<file path="src/rtl/dcache_ctrl.sv">
// Write-back, write-allocate controller for a 2-way, 256-set, 4-word-line tag/data store.
// Handles CPU word loads/stores, dirty-victim write-back, line refill and request replay.
module dcache_ctrl (
    input  logic        clk,
    input  logic        reset_n,
    input  logic        cpu_req,
    output logic        cpu_ready,
    input  logic        cpu_we,
    input  logic [26:0] cpu_addr,
    input  logic [31:0] cpu_wdata,
    input  logic [3:0]  cpu_wmask,
    output logic        cpu_resp_valid,
    output logic [31:0] cpu_rdata,
    output logic        cam_read_req,
    output logic [9:0]  cam_read_index,
    output logic [16:0] cam_read_tag,
    input  logic        cam_read_hit,
    input  logic [16:0] cam_read_tag_out,
    input  logic [31:0] cam_read_data,
    input  logic [1:0]  cam_read_flags,
    output logic [9:0]  cam_write_index,
    output logic        cam_write_req_data,
    output logic [31:0] cam_write_data,
    output logic [3:0]  cam_write_mask,
    output logic        cam_write_req_tag_flags,
    output logic [16:0] cam_write_tag,
    output logic [1:0]  cam_write_flags,
    output logic        mem_req,
    output logic        mem_we,
    output logic [26:0] mem_addr,
    output logic [31:0] mem_wdata,
    input  logic        mem_ack,
    input  logic [31:0] mem_rdata
);

    localparam logic [2:0] IDLE     = 3'd0;
    localparam logic [2:0] LOOKUP   = 3'd1;
    localparam logic [2:0] WB_READ  = 3'd2;
    localparam logic [2:0] WB_WRITE = 3'd3;
    localparam logic [2:0] FILL     = 3'd4;
    localparam logic [2:0] FILL_TAG = 3'd5;
    localparam logic [2:0] REPLAY   = 3'd6;

    logic [2:0]  state_r, state_s;
    logic [1:0]  k_r, k_s;
    logic [26:0] req_addr_r;
    logic        req_we_r;
    logic [31:0] req_wdata_r;
    logic [3:0]  req_wmask_r;
    logic [16:0] victim_tag_r;
    logic [31:0] wb_data_r;
    logic        wb_first_r;
    logic        resp_valid_r;
    logic [31:0] rdata_r;

    logic [16:0] req_tag_s;
    logic [7:0]  req_set_s;
    logic [1:0]  req_word_s;

    function automatic logic [31:0] merge_bytes(input logic [31:0] base,
                                                input logic [31:0] upd,
                                                input logic [3:0]  mask);
        logic [31:0] res;
        res = base;
        for (int b = 0; b < 4; b++) begin
            if (mask[b]) begin
                res[8*b +: 8] = upd[8*b +: 8];
            end else begin
                res[8*b +: 8] = base[8*b +: 8];
            end
        end
        return res;
    endfunction

    assign req_tag_s      = req_addr_r[26:10];
    assign req_set_s      = req_addr_r[9:2];
    assign req_word_s     = req_addr_r[1:0];
    assign cpu_ready      = (state_r == IDLE);
    assign cpu_resp_valid = resp_valid_r;
    assign cpu_rdata      = rdata_r;
    // The store's way select depends on this tag, so it never changes mid-miss.
    assign cam_read_tag   = req_tag_s;

    // Next-state and word-counter sequencing.
    always_comb begin
        state_s = state_r;
        k_s     = k_r;
        case (state_r)
            IDLE: begin
                if (cpu_req) begin
                    state_s = LOOKUP;
                end else begin
                    state_s = IDLE;
                end
            end
            LOOKUP: begin
                if (cam_read_hit) begin
                    state_s = IDLE;
                end else if (cam_read_flags == 2'b11) begin
                    state_s = WB_READ;
                    k_s     = 2'd0;
                end else begin
                    state_s = FILL;
                    k_s     = 2'd0;
                end
            end
            WB_READ: begin
                state_s = WB_WRITE;
            end
            WB_WRITE: begin
                if (mem_ack && (k_r == 2'd3)) begin
                    state_s = FILL;
                    k_s     = 2'd0;
                end else if (mem_ack) begin
                    state_s = WB_READ;
                    k_s     = k_r + 2'd1;
                end else begin
                    state_s = WB_WRITE;
                end
            end
            FILL: begin
                if (mem_ack && (k_r == 2'd3)) begin
                    state_s = FILL_TAG;
                    k_s     = 2'd0;
                end else if (mem_ack) begin
                    k_s     = k_r + 2'd1;
                end else begin
                    state_s = FILL;
                end
            end
            FILL_TAG: begin
                state_s = REPLAY;
            end
            REPLAY: begin
                state_s = LOOKUP;
            end
            default: begin
                state_s = IDLE;
                k_s     = 2'd0;
            end
        endcase
    end

    // Store and bus strobes decoded from the current state.
    always_comb begin
        cam_read_req            = 1'b0;
        cam_read_index          = {req_set_s, req_word_s};
        cam_write_index         = {req_set_s, req_word_s};
        cam_write_req_data      = 1'b0;
        cam_write_data          = req_wdata_r;
        cam_write_mask          = req_wmask_r;
        cam_write_req_tag_flags = 1'b0;
        cam_write_tag           = req_tag_s;
        cam_write_flags         = 2'b11;
        mem_req                 = 1'b0;
        mem_we                  = 1'b0;
        mem_addr                = {req_tag_s, req_set_s, k_r};
        // Victim word arrives the cycle after WB_READ; later cycles use the held copy.
        mem_wdata               = wb_first_r ? cam_read_data : wb_data_r;
        case (state_r)
            IDLE: begin
                cam_read_req   = cpu_req;
                cam_read_index = cpu_addr[9:0];
            end
            LOOKUP: begin
                if (cam_read_hit && req_we_r) begin
                    cam_write_req_data      = 1'b1;
                    cam_write_req_tag_flags = 1'b1;
                end else begin
                    cam_write_req_data      = 1'b0;
                    cam_write_req_tag_flags = 1'b0;
                end
            end
            WB_READ: begin
                cam_read_req   = 1'b1;
                cam_read_index = {req_set_s, k_r};
            end
            WB_WRITE: begin
                mem_req  = 1'b1;
                mem_we   = 1'b1;
                mem_addr = {victim_tag_r, req_set_s, k_r};
            end
            FILL: begin
                mem_req            = 1'b1;
                cam_write_index    = {req_set_s, k_r};
                cam_write_mask     = 4'hF;
                cam_write_req_data = mem_ack;
                if (req_we_r && (k_r == req_word_s)) begin
                    cam_write_data = merge_bytes(mem_rdata, req_wdata_r, req_wmask_r);
                end else begin
                    cam_write_data = mem_rdata;
                end
            end
            FILL_TAG: begin
                cam_write_req_tag_flags = 1'b1;
                cam_write_flags         = {req_we_r, 1'b1};
            end
            REPLAY: begin
                cam_read_req = 1'b1;
            end
            default: begin
                cam_read_req = 1'b0;
            end
        endcase
    end

    // State, request capture, victim tracking and CPU response registers.
    always_ff @(posedge clk or negedge reset_n) begin
        if (!reset_n) begin
            state_r      <= IDLE;
            k_r          <= 2'd0;
            req_addr_r   <= 27'd0;
            req_we_r     <= 1'b0;
            req_wdata_r  <= 32'd0;
            req_wmask_r  <= 4'd0;
            victim_tag_r <= 17'd0;
            wb_data_r    <= 32'd0;
            wb_first_r   <= 1'b0;
            resp_valid_r <= 1'b0;
            rdata_r      <= 32'd0;
        end else begin
            state_r      <= state_s;
            k_r          <= k_s;
            wb_first_r   <= (state_r == WB_READ);
            resp_valid_r <= (state_r == LOOKUP) && cam_read_hit;
            if ((state_r == IDLE) && cpu_req) begin
                req_addr_r  <= cpu_addr;
                req_we_r    <= cpu_we;
                req_wdata_r <= cpu_wdata;
                req_wmask_r <= cpu_wmask;
            end
            if ((state_r == LOOKUP) && !cam_read_hit) begin
                victim_tag_r <= cam_read_tag_out;
            end
            if ((state_r == WB_WRITE) && wb_first_r) begin
                wb_data_r <= cam_read_data;
            end
            if ((state_r == LOOKUP) && cam_read_hit && !req_we_r) begin
                rdata_r <= cam_read_data;
            end
        end
    end

endmodule
</file>
<file path="config.mk">
export PLATFORM = sky130hd
export DESIGN_NAME = dcache_ctrl
export DESIGN_NICKNAME = d
export VERILOG_FILES = /design/src/rtl/dcache_ctrl.sv
export SDC_FILE = /design/constraint.sdc
export NUM_CORES = 1
export LEC_CHECK = 0
export ABC_AREA = 1
export CAP_MARGIN = 20
export CORE_ASPECT_RATIO = 0.9
export CORE_MARGIN = 1
export CORE_UTILIZATION = 40
export CTS_CLUSTER_DIAMETER = 100
export DETAILED_ROUTE_END_ITERATION = 7
export GPL_TIMING_DRIVEN = 0
export HOLD_SLACK_MARGIN = 0.15
export PLACE_DENSITY_LB_ADDON = 0.3
export SYNTH_ARGS = -nofsm -noshare
export SYNTH_HDL_FRONTEND = slang
export SYNTH_SLANG_ARGS = --single-unit
</file>
<file path="constraint.sdc">
create_clock -name clk -period 2.8 [get_ports clk]
set_input_delay 0.7 -clock clk [delete_from_list [all_inputs] [get_ports clk]]
set_output_delay 0.7 -clock clk [all_outputs]
set_load 0.05 [all_outputs]
</file>
### Word level (Yosys, flattened, before mapping)

Index checks and enable logic that the tools add are counted.
Widths: inputs -> output; s select.

| cells by class | value |
|---|---|
| $lt $le $gt $ge | 0 |
| equality and inequality tests | 12 |
| $add $sub $neg | 1 |
| multipliers | 0 |
| bitwise operators | 1 |
| shift-type cells | 0 |
| multiplexer cells | 30 |
| reductions and logical operators | 15 |
| div/mod/pow operators | 0 |

Operators by type and width:

| operator | count |
|---|---|
| $mux 32 | 3 |
| $mux 8 | 4 |
| $mux 27 | 1 |
| $pmux 3 s7 | 1 |
| $pmux 10 s2 | 1 |
| $mux 3 | 5 |
| $mux 2 | 5 |
| $eq 3x3->1 const B | 3 |
| $logic_and 1x1->1 | 8 |
| $eq 3x2->1 const B | 2 |
| $pmux 1 s2 | 3 |
| $pmux 2 s3 | 1 |
| $mux 1 | 5 |
| $eq 2x2->1 const B | 2 |
| $mux 4 | 1 |
| $reduce_or 2->1 | 2 |
| $reduce_or 4->1 | 1 |
| $eq 3x1->1 const B | 1 |
| $logic_not 3->1 | 1 |
| $ne 3x1->1 const B | 1 |
| $ne 3x3->1 const B | 1 |
| $reduce_and 3->1 | 1 |
| $add 2x1->2 const B | 1 |
| $eq 2x2->1 | 1 |
| other kinds (3) | 4 |

| storage, ports and cells | value |
|---|---|
| output and inout port bits | 190 |
| bits in registers | 152 |
| memory bits (writable) | 0 |
| ROM bits | 0 |
| bits of input ports | 152 |
| memories | 0 |
| bits in latches | 0 |
| word-level logic and storage cells | 70 |

### Longest topological paths before layout

| depth | value |
|---|---|
| word-level depth | 4 |
| gate-level depth with buffers | 8 |
| gate-level depth less buffers | 8 |

### Worst setup path after synthesis

No wires, ideal clock.

| timing path | value |
|---|---|
| path kind | reg-to-output |
| start point | register state_r[1] |
| end point | output port cam_write_index[1] |
| data required time | 2.100 ns |
| arrival time | 2.029 ns |
| cell stages (with the launch flop) | 6 |
| path slack | 0.071 ns |
| path buffers | 1 |
| path through | dfrtp_1 -> inv_2 -> nand3_4 -> inv_2 -> clkbuf_1 -> o21ai_0 |

| between the ends | value |
|---|---|
| word-level cells in the longest chain between the ends | 2 |

RTL lines:

| item | line | text |
|---|---|---|
| start, declared | 44 | `logic [2:0] state_r, state_s;` |
| start signal, assigned | 222 | `state_r <= state_s;` |
| $eq 3x3->1 | 160 | `case (state_r)` |
| $mux 2 | 160 |  |
| end, declared | 21 | `output logic [9:0] cam_write_index,` |

Every way passes these cells.

### Worst setup path in the final report

| timing path | value |
|---|---|
| start point | register state_r[0] |
| end point | output port cam_read_index[8] |

| between the ends | value |
|---|---|
| word-level cells in the longest chain between the ends | 2 |
| elaborated cells on any way between the ends | 3 |
| classes of those cells | 1 x eq/ne; 1 x mux; 1 x reduce/logical |

RTL lines:

| item | line | text |
|---|---|---|
| $eq 3x2->1 or $logic_not 3->1 (tied branches) | 160 |  |
| $pmux 10 s2 * | 160 |  |
| end, declared | 15 | `output logic [9:0] cam_read_index,` |

Every way passes the cells marked *; elsewhere a longest branch is shown, timed or not.

==> key figures <==
Synthesis
  • Synth top area share: between 40% and 50%
  • Synth Cell Area: about 7600 um^2
  • Yosys Warn Count: 0
  • Top area cells in the synthesized netlist: dfrtp_1 (50%), nand2_1 (21%), buf_4 (5.6%)
  • Top cells by count, synth: nand2_1 (426), dfrtp_1 (152), buf_4 (57)
  • Count of different cell masters after synthesis: 31
  • Post-synth EDFFs: 0
  • Cell taking the most area after synthesis: dfrtp_1
  • Most common cell in the netlist: nand2_1
  • Post-Syn Area per Cell: between 7 and 8 um^2
  • Asr flop ratio synth: 100%
  • Mapped Nets: ~1.1k
  • Ys flop type: dfrtp_1
  • Seq/Total Area, Yosys: about 50%
  • FF+latch count, synth: approximately 150
  • Cells after Synth: 955

Floorplan
  • Number of I/O pins: ~340
  • Die H: roughly 130 um
  • Site Rows: 47
  • DIE AREA: 19,600 um^2
  • Core box area: about 19,000 um^2
  • Initial Util: around two fifths
  • Die Width: ~150 um

Clocking
  • Clk_lat worst skew: roughly 0.43 ns
  • TritonCTS Buffers: 17
  • CTS tree: done
  • Clock-pin slew on the worst setup and hold paths: roughly 0.07 ns
  • Number of clock sinks: approximately 150
  • Clock Tree Buf Depth: 2
  • Clock root buffer: clkbuf_16
  • H-Tree Depth: 4

Status
  • Status: finished, final reports clean

Timing
  • Setup TNS: 0 ns
  • Max Transition Viols Final: 0
  • Fmax: between 300 and 400 MHz
  • Final-report hold violation count: 0
  • Post-route clock skew: between 0.015 and 0.02 ns
  • Unrepaired setup endpoints after global routing: yes
  • Endpoints failing setup: 0
  • Slew HR: approximately three fifths
  • Final min period: roughly 2.7 ns
  • Crit share post-route: a little over nine tenths
  • Least-Margin Pin Slew: between 0.5 and 0.6 ns
  • Final WS setup: 0.0633 ns

Final layout
  • Register area: between 3000 and 4000 um^2
  • Fillers: roughly 1.6k
  • P&R area growth vs syn: 57.8%
  • Fin nets: approximately 1.5k
  • Inserted Diodes: 0
  • Fraction of layout instances using a drive strength above 1: between 20% and 30%
  • Multi-input logic area: approximately 3000 um^2

Worst setup path
  • CP startpoint kind: flop
  • CP arrival: slightly above 2 ns
  • RR Endpoint: cpu_rdata[8]
  • Crit-path max FO: 10
  • Flop-to-flop setup slack: between 1 and 1.5 ns
  • Critical path startpoint: state_r[0]
  • Critical path endpoint category: output port
  • WP data required: around 2.1 ns
  • Worst reg2reg path startpoint: state_r[0]
  • Setup CP Type: reg2out
  • Reg2reg path depth: 9

Global route
  • Initial antenna violation count: 0
  • Largest net degree at the start of global routing: 78
  • GR Util All Layers: about 25%
  • Vias in the first global route: 7,144
  • Grt total ovfl: 0
  • First-pass GRT wire length: ~38,000 um

Detailed routing
  • First-pass iteration count of the detailed router: 6
  • Final WL: 24,200 um
  • DRT antenna net count: 0
  • Vias: between 7k and 8k
  • # DRC: 0
  • Via density: roughly 4.7
  • Detailed-route wire length per cell: 15.3 um
  • Initial detailed-routing violation count: ~360

Placed design
  • Port bufs: 340
  • Final Wtd Congestion: between 0.8 and 0.9
  • Setup WS pre-CTS: -0.363 ns
  • DP Wirelength: 18,400 um

Hold path
  • HP Class: in2async

Job
  • # Max-Cap Violations: 0
[cells by family after synthesis]
family	Yosys count	share of synthesized area, %
buf+inv	151	11.5
compound gates	129	10.2
other cells	1	0.0492
flops	152	49.9
simple gates	520	28.0
xor+xnor	1	0.115
fa+ha+maj	1	0.164
[routing by layer]
layer	up-vias	global-route usage, %	share of wire, %
met5	-	0	0
met4	0	6.93	1.5
met3	24	5.97	5.9
met2	247	41.8	50
met1	3482	33.1	43
li1	3680	-	-
[worst max-delay path, cell delays in order, from the launching register on]
cell             delay, ns
dfrtp_1               0.45
nor2_4                0.20
nand2_4               0.14
buf_2                 0.22
o21ai_0               0.19
clkdlybuf4s15_2       0.40
[metrics by stage]
step           hold WS [ns]  cell area (um^2)  util [%]  instances
6_report              0.239             12000      64.9       1583
2_1_floorplan         0.404              7620         -        955
3_5_place_dp          0.462             11400      61.3       1541
3_3_place_gp          0.454             11300      61.1       1540
5_1_grt               0.272             12000      64.9       1583
4_1_cts               0.260             11900      64.5       1577
[registers in the layout, indices dropped and copies added (netlist names), 2 cells and up]
| name | cells |
|---|---|
| cpu_rdata | 32 |
| req_wdata_r | 32 |
| wb_data_r | 32 |
| req_addr_r | 27 |
| victim_tag_r | 17 |
| req_wmask_r | 4 |
| state_r | 3 |
| k_r | 2 |
[final cells by class]
type                    count  share of cell area [%]
clock inverters            13                    1.34
well taps                 245                    2.55
plain buffers              94                    5.78
multi-input cells         652                    25.1
clock buffers              19                    3.77
inverters                  57                    1.82
repair buffers            351                    28.0
flip-flops and latches    152                    31.7
[worst max-delay path by stage]
stage	to	slack (ns)
2_1_floorplan	cam_write_index[1]	0.07
3_3_place_gp	cpu_rdata[20]	-5.40
3_5_place_dp	cam_write_req_data	-0.36
4_1_cts	cam_write_data[12]	0.004
5_1_grt	cam_write_data[19]	-0.02
6_report	cam_read_index[8]	0.06
[layout by cell type, fill, tap and decap left out, drive strengths merged, types with 2 or more instances in the layout]
cell type / netlist / layout
a21oi: 33 / 33
buf: 90 / 142
bufinv: 0 / 2
clkbuf: 4 / 46
clkdlybuf4s15: 0 / 32
clkdlybuf4s18: 0 / 3
clkdlybuf4s50: 0 / 235
clkinv: 0 / 4
clkinvlp: 0 / 2
dfrtp: 152 / 152
dlygate4sd2: 0 / 6
inv: 57 / 62
nand2: 434 / 434
nand3: 41 / 41
nor2: 41 / 41
o211ai: 3 / 3
o21ai: 89 / 89
o22ai: 3 / 3
or2: 4 / 4
[timing repair]
item                       in CTS  in global routing
gates resized for setup       405                100
hold buffers                    0                  0
pin swaps                       2                  2
buffers inserted                4                  6
setup endpoints to repair     104                 90
Power is not shown: default switching activity piles up to over one toggle a cycle in this logic, so the estimate is an artifact.
